==> config.mk <==
export PLATFORM = sky130hd
export DESIGN_NAME = decim_max_fifo
export DESIGN_NICKNAME = d
export VERILOG_FILES = /design/src/rtl/decim_max_fifo.sv
export SDC_FILE = /design/constraint.sdc
export NUM_CORES = 1
export LEC_CHECK = 0
export CAP_MARGIN = 5
export CORE_UTILIZATION = 28
export CTS_BUF_LIST = sky130_fd_sc_hd__clkbuf_8
export CTS_CLUSTER_DIAMETER = 120
export DETAILED_ROUTE_END_ITERATION = 12
export PLACE_DENSITY_LB_ADDON = 0.05
export SYNTH_ARGS = -nofsm -noshare
export SYNTH_HDL_FRONTEND = slang
export SYNTH_SLANG_ARGS = --single-unit
==> constraint.sdc <==
create_clock -name clk -period 4.8 [get_ports clk]
set_clock_uncertainty 0.2 [all_clocks]
set_input_delay 0.96 -clock clk [delete_from_list [all_inputs] [get_ports clk]]
set_output_delay 0.96 -clock clk [all_outputs]
set_load 0.02 [all_outputs]
==> src/rtl/decim_max_fifo.sv <==
// -----------------------------------------------------------------------------
// decim_max_fifo
//
// Peak decimator plus output FIFO, sitting after the sliding-average filter.
// The incoming 8-bit sample stream is cut into back-to-back windows of DECIM
// samples. The largest sample in each window is pushed into a DEPTH-entry
// FIFO. The FIFO drains to a consumer through a valid/ready handshake.
//
// Parameters
//   DECIM     window length in samples (>= 1)
//   DEPTH     FIFO depth in entries (power of 2, >= 2)
//   LW        width of level, derived from DEPTH (not meant to be overridden)
//
// Ports
//   clk       sole clock, rising edge
//   nrst      asynchronous active-low reset
//   din       filtered sample, unsigned, taken on every rising edge
//   out_data  FIFO head value, forced to 0 while the FIFO is empty
//   out_valid FIFO holds at least one entry
//   out_ready consumer takes the head on this edge (ignored when empty)
//   level     number of stored entries, 0..DEPTH
//   overflow  sticky flag: a window maximum was lost because the FIFO was full
//   clr_ovf   synchronous clear of overflow (a new drop on the same edge wins)
// -----------------------------------------------------------------------------
module decim_max_fifo #(
   parameter  int DECIM = 4,
   parameter  int DEPTH = 8,
   localparam int LW    = $clog2(DEPTH) + 1
) (
   input  logic          clk,
   input  logic          nrst,
   input  logic [7:0]    din,
   output logic [7:0]    out_data,
   output logic          out_valid,
   input  logic          out_ready,
   output logic [LW-1:0] level,
   output logic          overflow,
   input  logic          clr_ovf
);

   // Pointer width for the circular buffer. Because DEPTH is a power of 2,
   // the pointers wrap from DEPTH-1 to 0 through plain binary overflow.
   localparam int PW = $clog2(DEPTH);

   // The phase counter keeps at least one bit so that DECIM=1 still has a
   // legal (constant zero) counter.
   localparam int PHW = (DECIM > 1) ? $clog2(DECIM) : 1;

   localparam logic [PHW-1:0] PH_LAST  = PHW'(DECIM - 1);
   localparam logic [LW-1:0]  LVL_FULL = LW'(DEPTH);

   logic [PHW-1:0] ph;
   logic [7:0]     mx;
   logic [7:0]     win_max;

   logic [7:0]     mem [DEPTH];
   logic [PW-1:0]  wr_ptr;
   logic [PW-1:0]  rd_ptr;
   logic [LW-1:0]  level_q;
   logic           ovf_q;

   logic           push;
   logic           pop;
   logic           full;
   logic           empty;
   logic           accept;
   logic           drop;

   // Phase counter. It runs freely out of reset, with no enable, so window
   // boundaries are fixed relative to the first edge after reset release.
   always_ff @(posedge clk or negedge nrst) begin
      if (!nrst) begin
         ph <= '0;
      end else if (ph == PH_LAST) begin
         ph <= '0;
      end else begin
         ph <= ph + PHW'(1);
      end
   end

   // Maximum of the window so far, including the current sample. At phase 0
   // the stored maximum belongs to the previous window, so only din counts.
   // This also makes DECIM=1 pass din straight through.
   always_comb begin
      win_max = din;
      if ((ph != '0) && (mx > din)) begin
         win_max = mx;
      end
   end

   // Running maximum register. It reloads from din at phase 0 because
   // win_max already ignores the old value there.
   always_ff @(posedge clk or negedge nrst) begin
      if (!nrst) begin
         mx <= '0;
      end else begin
         mx <= win_max;
      end
   end

   // Handshake and FIFO bookkeeping. A push into a full FIFO is accepted
   // when the head leaves on the same edge, so it is not a drop in that case.
   // A pop needs a non-empty FIFO, so out_ready has no effect while empty.
   assign push   = (ph == PH_LAST);
   assign full   = (level_q == LVL_FULL);
   assign empty  = (level_q == '0);
   assign pop    = !empty && out_ready;
   assign accept = push && (!full || pop);
   assign drop   = push && full && !pop;

   // Storage array. It has no reset because level_q decides which entries
   // are live, and out_data is forced to zero while the FIFO is empty.
   always_ff @(posedge clk) begin
      if (accept) begin
         mem[wr_ptr] <= win_max;
      end
   end

   // Write and read pointers advance by one per accepted push and per pop.
   always_ff @(posedge clk or negedge nrst) begin
      if (!nrst) begin
         wr_ptr <= '0;
         rd_ptr <= '0;
      end else begin
         if (accept) begin
            wr_ptr <= wr_ptr + PW'(1);
         end
         if (pop) begin
            rd_ptr <= rd_ptr + PW'(1);
         end
      end
   end

   // The occupancy counter tells full from empty without spending an extra
   // pointer bit. A push and a pop on the same edge cancel out.
   always_ff @(posedge clk or negedge nrst) begin
      if (!nrst) begin
         level_q <= '0;
      end else if (accept && !pop) begin
         level_q <= level_q + LW'(1);
      end else if (pop && !accept) begin
         level_q <= level_q - LW'(1);
      end
   end

   // Sticky overflow flag. Setting it takes priority over clearing it, so
   // a clear that lands on the edge of a drop does not hide that drop.
   always_ff @(posedge clk or negedge nrst) begin
      if (!nrst) begin
         ovf_q <= 1'b0;
      end else if (drop) begin
         ovf_q <= 1'b1;
      end else if (clr_ovf) begin
         ovf_q <= 1'b0;
      end
   end

   // Outputs depend only on registered state. A push into an empty FIFO
   // shows up after that edge, with no same-cycle fall-through.
   assign out_valid = !empty;
   assign out_data  = empty ? 8'd0 : mem[rd_ptr];
   assign level     = level_q;
   assign overflow  = ovf_q;

endmodule

==> results.json, run 1 <==
{
  "die_y_um": 116.6,
  "synthArstFlopShare_pct": 24.71,
  "final_common_cell": "edfxtp_1",
  "tns_ps": 0,
  "num-fill-cells": 1275,
  "power.leakage_nw": 1.540,
  "synth_edf_count": 64,
  "rows": 41,
  "cts_hold_buf": 0,
  "synth_area_um2": 3676,
  "htree_levels": 3,
  "fin_crit_sh_pct": 78.85,
  "start_util_pct": 28.89,
  "crit_path_start_kind": "register",
  "peakVddDrop_v": 0.0001238,
  "drv_cap": 0,
  "worstPathCellList": "buf_12 -> mux4_2 -> mux2i_1 -> nor2_1 -> clkdlybuf4s50_1",
  "cts_tree": "yes",
  "crit_path_max_fanout": 10,
  "crit_arrival_ps": 2620,
  "syn_nets": 240,
  "post_cts_resize_count": 0,
  "multi_input_area_um2": 1106,
  "outcome": "finished, final reports clean",
  "detail-route-antenna-nets": 0,
  "numPortBuffers": 25,
  "synth_flop_cell": "edfxtp_1",
  "vias": 1859,
  "drc": 0,
  "cts.sinks": 85,
  "hold_viol": 0,
  "overflow": 0,
  "maxSlewHeadroom_pct": 29.41,
  "cpPeakStageDelay_ps": 710,
  "place_area_um2": 4144,
  "ctsRootBufferMaster": "clkbuf_8",
  "clk_pin_slew_ps": 90,
  "grt_first_pass_wirelength_mm": 11.79,
  "cts_buffers": 9,
  "wl_per_cell_um": 17.66,
  "num_io_pins": 26,
  "fmax_mhz": 264.2,
  "antenna_found_initial": 0,
  "worstSetupPathType": "reg2out",
  "syn_avg_cell_area_um2": 17.34,
  "worstPathRequired_ps": 3640,
  "ys_ff_latch": 85,
  "drt_iter0_drc": 102,
  "wl_mm": 7.542,
  "tightest_slew_ps": 1056,
  "rsz0062_at_grt": "no",
  "area_growth_syn_to_layout_pct": 17.53,
  "min_period_ps": 3785,
  "synthCells": 212,
  "antennaDiodeCount": 0,
  "slowest_stage": "dfrtp_1",
  "first_pass_iters": 4,
  "first_global_vias": 1960,
  "synth_warnings": 0,
  "setup_violations": 0,
  "min_path_type": "reg2reg",
  "final_cell_area_um2": 4320,
  "grt_usage_pct": 12.83,
  "vias_per_cell": 4.354,
  "synth_seq_area_share_pct": 66.58,
  "slew_viol_final": 0,
  "gp_congestion": 0.6573,
  "cp-end-kind": "output port",
  "fp.coreArea_um2": 12720,
  "layout-drive-gt1-share_pct": 21.57,
  "power_density_nw_per_um2": 503.5,
  "seq_area_um2": 2447,
  "clock_path_buffers": 2,
  "post_cts_buffers": 0,
  "grt_start_max_net_pins": 22,
  "dieArea_um2": 13590,
  "dp_hpwl_mm": 5.104,
  "fin_nets": 278,
  "synthDistinctLibCells": 34,
  "die_x_um": 116.6,
  "mostFrequentLayoutCells": "edfxtp_1, clkdlybuf4s50_1, dfrtp_1",
  "clock_latency_ps": 360
}
[cell usage after synthesis, types with 3 or more instances]
library cell	n	area (um^2)
inv_1	13	48.80
nor2_1	17	63.81
mux2_2	11	123.9
dfrtp_1	21	525.5
ha_1	15	187.7
mux2i_1	8	80.08
nand2_1	6	22.52
xnor2_1	6	52.55
a21oi_1	4	20.02
nor3_1	3	15.01
nand2b_1	3	18.77
mux4_2	15	337.8
edfxtp_1	64	1922
[through the flow]
step | cells | setup slack (ps) | util, % | total power [W] | hold WS, ps
2_1_floorplan | 212 | 1900 | - | 0.001490 | 230.6
3_5_place_dp | 411 | 1298 | 32.57 | 0.001750 | 257.7
6_report | 427 | 1015 | 33.96 | 0.002175 | 265.8
3_3_place_gp | 411 | 1303 | 32.57 | 0.001764 | 264.9
4_1_cts | 427 | 910.0 | 33.96 | 0.002222 | 270.9
5_1_grt | 427 | 799.6 | 33.96 | 0.002306 | 305.0
[worst max-delay path, delay by kind of cell (launching register included)]
kind,cells,cell delay [ps]
AND/OR/NAND/NOR,1,60
buffers and inverters,2,790
flip-flops,1,710
multiplexers,2,700
[path summary, 6_finish.rpt]
path                       depth (start not counted)     endpoint  slack [ps]       from
hold / removal                                     1        ph[0]         270      ph[0]
hold reg to reg                                    1        ph[0]         270      ph[0]
setup / recovery                                   5  out_data[4]        1020  rd_ptr[0]
setup reg to reg                                  11     level[3]        1930   level[3]
min in group asynchronous                          1        ph[0]         960       nrst
max in group asynchronous                          1    rd_ptr[2]        2790       nrst
[where the power goes]
group / leakage [nW] / internal, W / switching, W / total (W)
clock network: 0.0880 / 0.000200 / 0.000261 / 0.000461
logic: 0.628 / 0.000405 / 0.000319 / 0.000724
registers: 0.824 / 0.000851 / 0.000139 / 0.000990
total: 1.54 / 0.00146 / 0.000720 / 0.00218
[registers in the layout, summed over array words and instances, names as in the netlist]
name      flops
mx            8
overflow      1
wr_ptr        3
rd_ptr        3
mem          64
ph            2
level         4
[layout make-up]
class | count | area share (%)
Clock buffer | 10 | 3.186
Clock inverter | 6 | 0.8978
Inverter | 14 | 1.216
Tap cell | 172 | 4.981
Timing Repair Buffer | 33 | 7.472
Multi-Input combinational cell | 107 | 25.60
Sequential cell | 85 | 56.65
[cell families (layout without fill, tap and decap cells)]
family	after synthesis	in the layout	synth area share [%]
AND/OR/NAND/NOR	38	38	5.208
multiplexers	35	35	15.45
adder cells (fa/ha/maj)	16	16	5.650
buffers and inverters	20	63	3.335
XOR/XNOR	8	8	1.906
AO/OA/AOI/OAI	10	10	1.872
flip-flops	85	85	66.58
[layer usage]
layer / vias to the layer above / wire (um) / track usage [%]
met5: - / 0 / 0
met4: 0 / 167 / 7.089
met3: 11 / 167 / 2.647
li1: 871 / - / -
met1: 956 / 3620 / 16.70
met2: 21 / 3586 / 20.04
Note: power is estimated with default switching activity, not from simulation.
==> run 2, diff against run 1 <==
==> constraint.sdc (replaced) <==
create_clock -name clk -period 3.65 [get_ports clk]
set_clock_uncertainty 0.2 [all_clocks]
set_input_delay 0.73 -clock clk [delete_from_list [all_inputs] [get_ports clk]]
set_output_delay 0.73 -clock clk [all_outputs]
set_load 0.02 [all_outputs]
==> run 2 against run 1 <==
  * Sequential share of layout area is 1.2 points lower
  * Count of clock-buffer cells in the layout is 1 lower
  * Core utilization is 0.73 points higher
  * Non-clock buffer count is 7 higher
  * Die area stayed put
  * Worst hold slack worse by 1.1 ps
  * Global-route usage is 0.53 points lower
  * Critical path depth stayed put
  * Critical path type unchanged
  * Largest power group unchanged
==> results.json, run 2 (synthesis results as in run 1) <==
{
  "power.leakage_nw": 1.595,
  "reg2reg_slack_ps": 980,
  "setup_violations": 0,
  "grt_start_max_net_pins": 22,
  "drv_cap": 0,
  "clock_path_buffers": 2,
  "mostFrequentLayoutCells": "edfxtp_1, clkdlybuf4s50_1, dfrtp_1",
  "gp_congestion": 0.6589,
  "overflow": 0,
  "hold_viol": 0,
  "num_io_pins": 26,
  "power_density_nw_per_um2": 687.9,
  "crit_arrival_ps": 2360,
  "slowest_stage": "mux4_1",
  "worstPathRequired_ps": 2720,
  "ctsRootBufferMaster": "clkbuf_8",
  "clock_latency_ps": 360,
  "num-fill-cells": 1279,
  "detail-route-antenna-nets": 0,
  "seq_area_um2": 2447,
  "wl_mm": 7.486,
  "placedCellCount": 418,
  "fp.coreArea_um2": 12720,
  "cp-end-kind": "output port",
  "top_register": "mem",
  "outcome": "finished, final reports clean",
  "numPortBuffers": 25,
  "final_cells": 434,
  "start_util_pct": 28.89,
  "antennaDiodeCount": 0,
  "clkPwrFrac_pct": 25.1,
  "dpl_worst_slack_ps": 381.5,
  "maxSlewHeadroom_pct": 58.92,
  "place_area_um2": 4184,
  "final_cell_area_um2": 4413,
  "total_power_w": 0.003036,
  "layout-drive-gt1-share_pct": 23.66,
  "vias": 1845,
  "internal_power_w": 0.002058,
  "cts_buffers": 9,
  "drt_iter0_drc": 48,
  "peakVddDrop_v": 0.0002159,
  "rows": 41,
  "min_period_ps": 3292,
  "die_y_um": 116.6,
  "drc": 0,
  "fin_nets": 285,
  "grt_first_pass_wirelength_mm": 11.43,
  "post_cts_resize_count": 0,
  "first_pass_iters": 3,
  "first_global_vias": 1978,
  "area_growth_syn_to_layout_pct": 20.05,
  "tightest_slew_ps": 616.1,
  "final_common_cell": "edfxtp_1",
  "dieArea_um2": 13590,
  "min_path_type": "reg2reg",
  "tns_ps": 0,
  "worstSetupPathType": "reg2out",
  "cpPeakStageDelay_ps": 620,
  "switchingPower_w": 0.0009780,
  "slew_viol_final": 0,
  "fin_crit_sh_pct": 90.18,
  "timing.final.ws_setup_ps": 358.4,
  "swShare_pct": 32.22,
  "grt_usage_pct": 12.30,
  "cts.sinks": 85,
  "dp_hpwl_mm": 4.983,
  "antenna_found_initial": 0,
  "rsz0062_at_grt": "no",
  "worstPathCellList": "buf_4 -> mux4_1 -> mux2i_1 -> nor2_1 -> clkdlybuf4s50_1",
  "clk_pin_slew_ps": 80,
  "wl_per_cell_um": 17.25,
  "cts_tree": "yes",
  "vias_per_cell": 4.251,
  "power_frac_seq_pct": 40.8,
  "cts_hold_buf": 0,
  "multi_input_area_um2": 1106,
  "largest_reg_flops": 64,
  "crit_path_max_fanout": 14,
  "fmax_mhz": 303.8,
  "comb_power_share_pct": 34.1,
  "die_x_um": 116.6,
  "crit_path_start_kind": "register",
  "post_cts_buffers": 0,
  "htree_levels": 3
}
## run 2: cell types whose count changed in the layout (fill, tap and decap cells not counted), sizes merged
cell	before	now
bufinv	0	2
clkbuf	10	9
clkinvlp	2	1
buf	8	15
clkinv	4	1
inv	14	17
## run 2: final cells by class
cell class | count | share of cell area (%)
flip-flops and latches | 85 | 55.46
multi-input cells | 107 | 25.06
repair buffers | 40 | 8.222
well taps | 172 | 4.877
clock buffers | 9 | 2.807
clock inverters | 7 | 2.382
inverters | 14 | 1.191
## run 2: worst max-delay path, delay by kind of cell (launching register included)
| family | cells | cell delay [ps] |
|---|---|---|
| buffers and inverters | 2 | 840 |
| DFF | 1 | 360 |
| muxes | 2 | 760 |
| and+or+nand+nor | 1 | 50 |
## run 2: path summary, 6_finish.rpt
check / start / to / cells after the start
worst max-delay path: rd_ptr[0] / out_data[1] / 5
worst min-delay path: ph[0] / ph[0] / 1
worst max register to register: level[2] / level[3] / 12
worst min register to register: ph[0] / ph[0] / 1
max in group asynchronous: nrst / mx[2] / 2
min in group asynchronous: nrst / mx[5] / 2
## run 2: power by group through the flow
stage | logic (W) | registers [W] | clock network [W]
2_1_floorplan | 0.000715 | 0.00125 | 0
3_3_place_gp | 0.00107 | 0.00126 | 0
3_5_place_dp | 0.00106 | 0.00126 | 0
4_1_cts | 0.00107 | 0.00124 | 0.000785
5_1_grt | 0.00113 | 0.00125 | 0.000820
6_report | 0.00104 | 0.00124 | 0.000763
## run 2: routing by layer
layer | vias to the layer above | GRT usage (%) | wire (um)
met4 | 0 | 6.582 | 138
met3 | 11 | 2.180 | 145
met2 | 19 | 20.51 | 3799
met5 | - | 0 | 0
li1 | 893 | - | -
met1 | 922 | 15.23 | 3402
## run 2: through the flow
stage / hold WS [ps] / utilization, %
floorplan: 230.6 / -
global placement: 254.0 / 32.89
detailed placement: 256.4 / 32.89
CTS: 273.9 / 34.69
global route: 287.5 / 34.69
finish: 264.7 / 34.69
